`src/rtl/bcd_to_bin_if.sv`:
```
// Valid/ready handshake bundle between keypad digit capture, the BCD-to-binary
// converter and the binary ALU.
interface bcd_to_bin_if #(
  parameter int DIGITS = 4,
  parameter int OUT_W  = 14
);
  logic                  in_valid;
  logic                  in_ready;
  logic [4*DIGITS-1:0]   in_bcd;
  logic                  out_valid;
  logic                  out_ready;
  logic [OUT_W-1:0]      out_bin;
  logic                  err;

  modport master (
    output in_valid, in_bcd, out_ready,
    input  in_ready, out_valid, out_bin, err
  );

  modport slave (
    input  in_valid, in_bcd, out_ready,
    output in_ready, out_valid, out_bin, err
  );
endinterface

```
`src/rtl/bcd_to_bin_seq.sv`:
```
// Iterative Horner BCD-to-binary converter (acc = acc*10 + digit), one digit per clock.
// Optional macro BCD_CHECK_EN enables invalid-digit / overflow detection on err.
module bcd_to_bin_seq #(
  parameter int DIGITS = 4,
  parameter int OUT_W  = 14
) (
  input  logic          clk,
  input  logic          rst_n,
  bcd_to_bin_if.slave   bus
);
  localparam int IN_W  = 4 * DIGITS;
  localparam int CNT_W = (DIGITS > 1) ? $clog2(DIGITS) : 1;

  typedef enum logic [1:0] {
    IDLE = 2'd0,
    CONV = 2'd1,
    HOLD = 2'd2
  } state_t;

  state_t             state_reg;
  logic [OUT_W-1:0]   acc_reg;
  logic [IN_W-1:0]    shift_reg;
  logic [CNT_W-1:0]   cnt_reg;
  logic               in_ready_reg;
  logic               out_valid_reg;
  logic [OUT_W-1:0]   out_bin_reg;

  logic [3:0]         top_digit;
  logic [OUT_W+3:0]   acc_wide;
  logic [OUT_W+3:0]   sum_wide;
  logic [OUT_W-1:0]   acc_next;

  // Four spare bits keep acc*10 + 15 exact so overflow is visible before truncation.
  assign top_digit = shift_reg[IN_W-1 -: 4];
  assign acc_wide  = {4'd0, acc_reg};
  assign sum_wide  = (acc_wide << 3) + (acc_wide << 1) + {{OUT_W{1'b0}}, top_digit};
  assign acc_next  = sum_wide[OUT_W-1:0];

  assign bus.in_ready  = in_ready_reg;
  assign bus.out_valid = out_valid_reg;
  assign bus.out_bin   = out_bin_reg;

  always_ff @(posedge clk or negedge rst_n) begin
    if (!rst_n) begin
      state_reg     <= IDLE;
      acc_reg       <= '0;
      shift_reg     <= '0;
      cnt_reg       <= '0;
      in_ready_reg  <= 1'b1;
      out_valid_reg <= 1'b0;
      out_bin_reg   <= '0;
    end else begin
      case (state_reg)
        IDLE: begin
          if (bus.in_valid) begin
            shift_reg    <= bus.in_bcd;
            acc_reg      <= '0;
            cnt_reg      <= CNT_W'(DIGITS - 1);
            in_ready_reg <= 1'b0;
            state_reg    <= CONV;
          end
        end
        CONV: begin
          acc_reg   <= acc_next;
          shift_reg <= shift_reg << 4;
          if (cnt_reg == '0) begin
            out_bin_reg   <= acc_next;
            out_valid_reg <= 1'b1;
            state_reg     <= HOLD;
          end else begin
            cnt_reg <= cnt_reg - 1'b1;
          end
        end
        HOLD: begin
          if (bus.out_ready) begin
            out_valid_reg <= 1'b0;
            in_ready_reg  <= 1'b1;
            state_reg     <= IDLE;
          end
        end
        default: begin
          state_reg     <= IDLE;
          in_ready_reg  <= 1'b1;
          out_valid_reg <= 1'b0;
        end
      endcase
    end
  end

`ifdef BCD_CHECK_EN
  logic [DIGITS-1:0] digit_bad;
  logic              step_ovf;
  logic              flag_reg;
  logic              err_reg;

  // Digit validity is judged once on the captured operand, not per shift.
  generate
    for (genvar gi = 0; gi < DIGITS; gi++) begin : g_digit_chk
      assign digit_bad[gi] = (bus.in_bcd[4*gi+3 -: 4] > 4'd9);
    end
  endgenerate

  assign step_ovf = |sum_wide[OUT_W+3:OUT_W];
  assign bus.err  = err_reg;

  always_ff @(posedge clk or negedge rst_n) begin
    if (!rst_n) begin
      flag_reg <= 1'b0;
      err_reg  <= 1'b0;
    end else begin
      case (state_reg)
        IDLE: begin
          if (bus.in_valid) begin
            flag_reg <= |digit_bad;
          end
        end
        CONV: begin
          flag_reg <= flag_reg | step_ovf;
          if (cnt_reg == '0) begin
            err_reg <= flag_reg | step_ovf;
          end
        end
        HOLD: begin
          if (bus.out_ready) begin
            err_reg <= 1'b0;
          end
        end
        default: begin
          flag_reg <= 1'b0;
          err_reg  <= 1'b0;
        end
      endcase
    end
  end
`else
  logic unused_ovf;
  assign unused_ovf = ^sum_wide[OUT_W+3:OUT_W];
  assign bus.err    = 1'b0;
`endif

endmodule

```
`src/flat_wrapper.sv`:
```
// flat-port wrapper written by rule: the top's interface ports become plain ports
module bcd_to_bin_seq_flat 
#(
  parameter int DIGITS = 4,
  parameter int OUT_W  = 14
)
  (clk, rst_n, bus_in_valid, bus_in_bcd, bus_out_ready, bus_in_ready, bus_out_valid, bus_out_bin, bus_err);
  bcd_to_bin_if #(.DIGITS(DIGITS), .OUT_W(OUT_W)) bus_i ();
  input  logic clk;
  input  logic rst_n;
  input wire logic [$bits(bus_i.in_valid)-1:0] bus_in_valid;
  input wire logic [$bits(bus_i.in_bcd)-1:0] bus_in_bcd;
  input wire logic [$bits(bus_i.out_ready)-1:0] bus_out_ready;
  output wire logic [$bits(bus_i.in_ready)-1:0] bus_in_ready;
  output wire logic [$bits(bus_i.out_valid)-1:0] bus_out_valid;
  output wire logic [$bits(bus_i.out_bin)-1:0] bus_out_bin;
  output wire logic [$bits(bus_i.err)-1:0] bus_err;
  assign bus_i.in_valid = bus_in_valid;
  assign bus_i.in_bcd = bus_in_bcd;
  assign bus_i.out_ready = bus_out_ready;
  assign bus_in_ready = bus_i.in_ready;
  assign bus_out_valid = bus_i.out_valid;
  assign bus_out_bin = bus_i.out_bin;
  assign bus_err = bus_i.err;
  bcd_to_bin_seq #(.DIGITS(DIGITS), .OUT_W(OUT_W)) u_core (.clk(clk), .rst_n(rst_n), .bus(bus_i));
endmodule
```
`config.mk`:
```
export PLATFORM = sky130hd
export DESIGN_NAME = bcd_to_bin_seq_flat
export DESIGN_NICKNAME = d
export VERILOG_FILES = /design/src/rtl/bcd_to_bin_if.sv /design/src/rtl/bcd_to_bin_seq.sv /design/src/flat_wrapper.sv
export SDC_FILE = /design/constraint.sdc
export NUM_CORES = 1
export LEC_CHECK = 0
export ABC_AREA = 1
export CORE_UTILIZATION = 50
export CTS_CLUSTER_SIZE = 30
export DETAILED_ROUTE_END_ITERATION = 8
export PLACE_DENSITY_LB_ADDON = 0.12
export SYNTH_ARGS = -nofsm -noshare
export SYNTH_HDL_FRONTEND = slang
export SYNTH_SLANG_ARGS = --single-unit
```
`constraint.sdc`:
```
create_clock -name clk -period 2.15 [get_ports clk]
set_clock_uncertainty 0.15 [all_clocks]
set_input_delay 0.43 -clock clk [delete_from_list [all_inputs] [get_ports clk]]
set_output_delay 0.43 -clock clk [all_outputs]
set_load 0.01 [all_outputs]
```
==> results.toml <==
[finish]
syn_to_final_growth_pct = 31.95
largest_reg_flops = 16
multiInputGateArea_um2 = 1595
n_fill_cell = 471
drive_gt1_frac = 0.2195
antennaDiodeCount = 0
seq_area_um2 = 1229
nNetsFinal = 445

[sta]
finalSetupViolCount = 11
fmax_mhz = 444.9
grt_setup_unrepaired = "yes"
timing.final.crit_period_ns = 2.248
holdWs_ns = 0.3330
finalHoldViolCount = 0
period_share = 1.046
finalMaxSlewViolations = 0
setup_ws_ns = -0.09787

[synthesis]
ys_async_sr_fraction = 1.000
yosys.area.top_type = "dfrtp_1"
synth-simple-area-share = 0.2296
synthDistinctLibCells = 32
ys_seq_area_frac = 0.4341
synth_commonest_cells = "105 x nand2_1, 50 x inv_1, 48 x dfrtp_1"
synthXorXnorAreaFrac = 0.01239
synth_fa_ha_area_frac = 0.1159
synth-edff-count = 0
synth_top_area_frac = 0.4248
synth_area_um2 = 2828
ys_ff_latch = 49
synth.most_common_cell = "nand2_1"
synth_top_family_by_area = "simple AND/OR/NAND/NOR gates"
synthTopCellsByArea = "dfrtp_1 42%, nand2_1 14%, ha_1 10%"
syn-num-nets = 396
syn_avg_cell_area_um2 = 8.056
synth-compound-area-share = 0.1106
synthMuxAreaShare = 0
synthFlopType = "dfrtp_1"
synth_warnings = 0
syn_inst = 351

[die]
ios = 37
fp.dieW_um = 77.20
rows = 27
core_area_um2 = 5473
dieArea_um2 = 5960
die_h_um = 77.20
start_util = 0.5167

[grt]
antenna_found_initial = 0
grt_max_degree = 50
track_usage = 0.2416
grt_pass1_wl_um = 11390
grt.overflow.total = 0
grt_pass1_vias = 2508

[placed_design]
dp_hpwl_um = 4359
place_congestion = 0.8522
portBuffers = 35

[clocking]
clk_pin_slew_ns = 0.09
cts-root-buf = "clkbuf_8"
numCtsBuffers = 5
cts_sinks = 49
insertion_delay_ns = 0.30
cts_max_level = 2
cts_tree = "yes"
cts_buffer_depth = 2

[setup_path]
cp-start-kind = "flip-flop"
end_kind = "flip-flop"
r2r-start = "u_core.acc_reg[2]$_DFFE_PN0P_"
path_class = "flip-flop to flip-flop"
path_max_fanout = 2
crit_path_max_incr_delay_ns = 0.54
timing.critical_path.from = "u_core.acc_reg[2]$_DFFE_PN0P_"
critPathSlowestCell = "fa_1"
critical_path_required_ns = 2.23
worstPathArrival_ns = 2.33
path_cells = "inv_2, fa_1, inv_2, fa_2, nand3_2, nand3_2, nand2_2, nand2_1, nand2_1, nand3_1, o21ai_1"

[detailed_routing]
dr.pass1.iters = 4
vias = 2461
drt_iter0_drc = 106
drcViolationCount = 0
drtAntennaViolNets = 0
wl_per_cell_um = 13.86
wl_um = 6554
via_per_inst = 5.203

[status]
status = "finished, violations left"
violations = "negative setup slack"

[hold_path]
worstHoldPathType = "flip-flop to flip-flop"
min-delay-start = "u_core.bus.out_bin[13]$_DFFE_PN0P_"

[run]
cap_viol_max_count = 0
## final timing paths
kind,endpoint,slack [ns],cells past startpoint
min in group asynchronous,u_core.bus.out_bin[1]$_DFFE_PN0P_,0.49,3
hold / removal,u_core.bus.out_bin[13]$_DFFE_PN0P_,0.33,2
max in group asynchronous,u_core.bus.in_ready$_DFFE_PN1P_,1.07,3
hold reg to reg,u_core.bus.out_bin[13]$_DFFE_PN0P_,0.33,2
setup reg to reg,u_core.acc_reg[10]$_DFFE_PN0P_,-0.1,11
setup / recovery,u_core.acc_reg[10]$_DFFE_PN0P_,-0.1,11
## what timing repair did
action | in CTS | in global routing
hold buffers | 1 | 0
pin swaps | 13 | 10
endpoints found under the hold margin | 48 | 0
setup endpoints to repair | 14 | 18
buffers inserted | 2 | 0
resized for setup | 15 | 44
## per-layer routing
layer	wire length (µm)	part of all wire	track usage	vias to the layer above
li1	-	-	-	1222
met1	2797	0.43	0.3038	1166
met2	3310	0.51	0.4195	62
met3	291	0.044	0.04167	11
met4	154	0.023	0.07547	0
met5	0	0	0	-
## kinds of logic after synthesis
family / count (synthesis)
xor+xnor: 4
compound gates: 55
fa+ha+maj: 25
other cells: 1
flops: 49
simple gates: 153
buf+inv: 64
## metrics by stage
| step | instance area [µm²] | cells | worst slack [ns] | TNS, ns | utilization |
|---|---|---|---|---|---|
| after floorplan | 2835 | 351 | -0.01107 | -0.02214 | - |
| after global placement | 3322 | 462 | -0.08090 | -0.2069 | 0.6070 |
| after detailed placement | 3322 | 462 | -0.1033 | -0.4493 | 0.6070 |
| after CTS | 3543 | 473 | -0.01609 | -0.06827 | 0.6475 |
| after global routing | 3731 | 473 | -0.1518 | -1.644 | 0.6818 |
| final | 3731 | 473 | -0.09787 | -0.3103 | 0.6818 |
## placed cells by master, fill, tap and decap left out, types with 2 or more instances in the layout
master           netlist  layout
nand2_1              105      92
inv_1                 50      47
dfrtp_1               48      47
clkdlybuf4s50_1        0      34
o21ai_0               22      20
ha_1                  23      14
nand2_2                0      13
o21ai_1               11      13
buf_4                  4      13
nand3_1               25      12
nand3_2                0      10
o211ai_1              10      10
inv_2                  3       6
nor2_2                 2       6
ha_4                   0       6
clkbuf_8               0       6
nor2_1                10       4
nor2_4                 1       3
nand3_4                0       3
o22ai_1                3       3
a21oi_1                6       3
nand4_1                3       3
a21oi_2                0       3
ha_2                   0       3
xor2_2                 0       2
nand3b_1               2       2
buf_6                  1       2
## worst max-delay path, delay by kind of cell (launching register included)
family	cells	cell delay, ns
DFF	1	0.38
and+or+nand+nor	6	0.53
adders and majority gates	2	0.91
buffers and inverters	2	0.12
AOI/OAI and AO/OA	1	0.08
## area by class of cell
cell class,instances,share of cell area
inverter,54,0.05500
multi-input combinational,238,0.4276
clock buffer,7,0.02314
tap,72,0.02414
sequential,49,0.3293
clock inverter,1,0.008048
timing repair buffer,52,0.1328
Power is not shown: default switching activity piles up to over one toggle a cycle in this logic, so the estimate is an artifact.
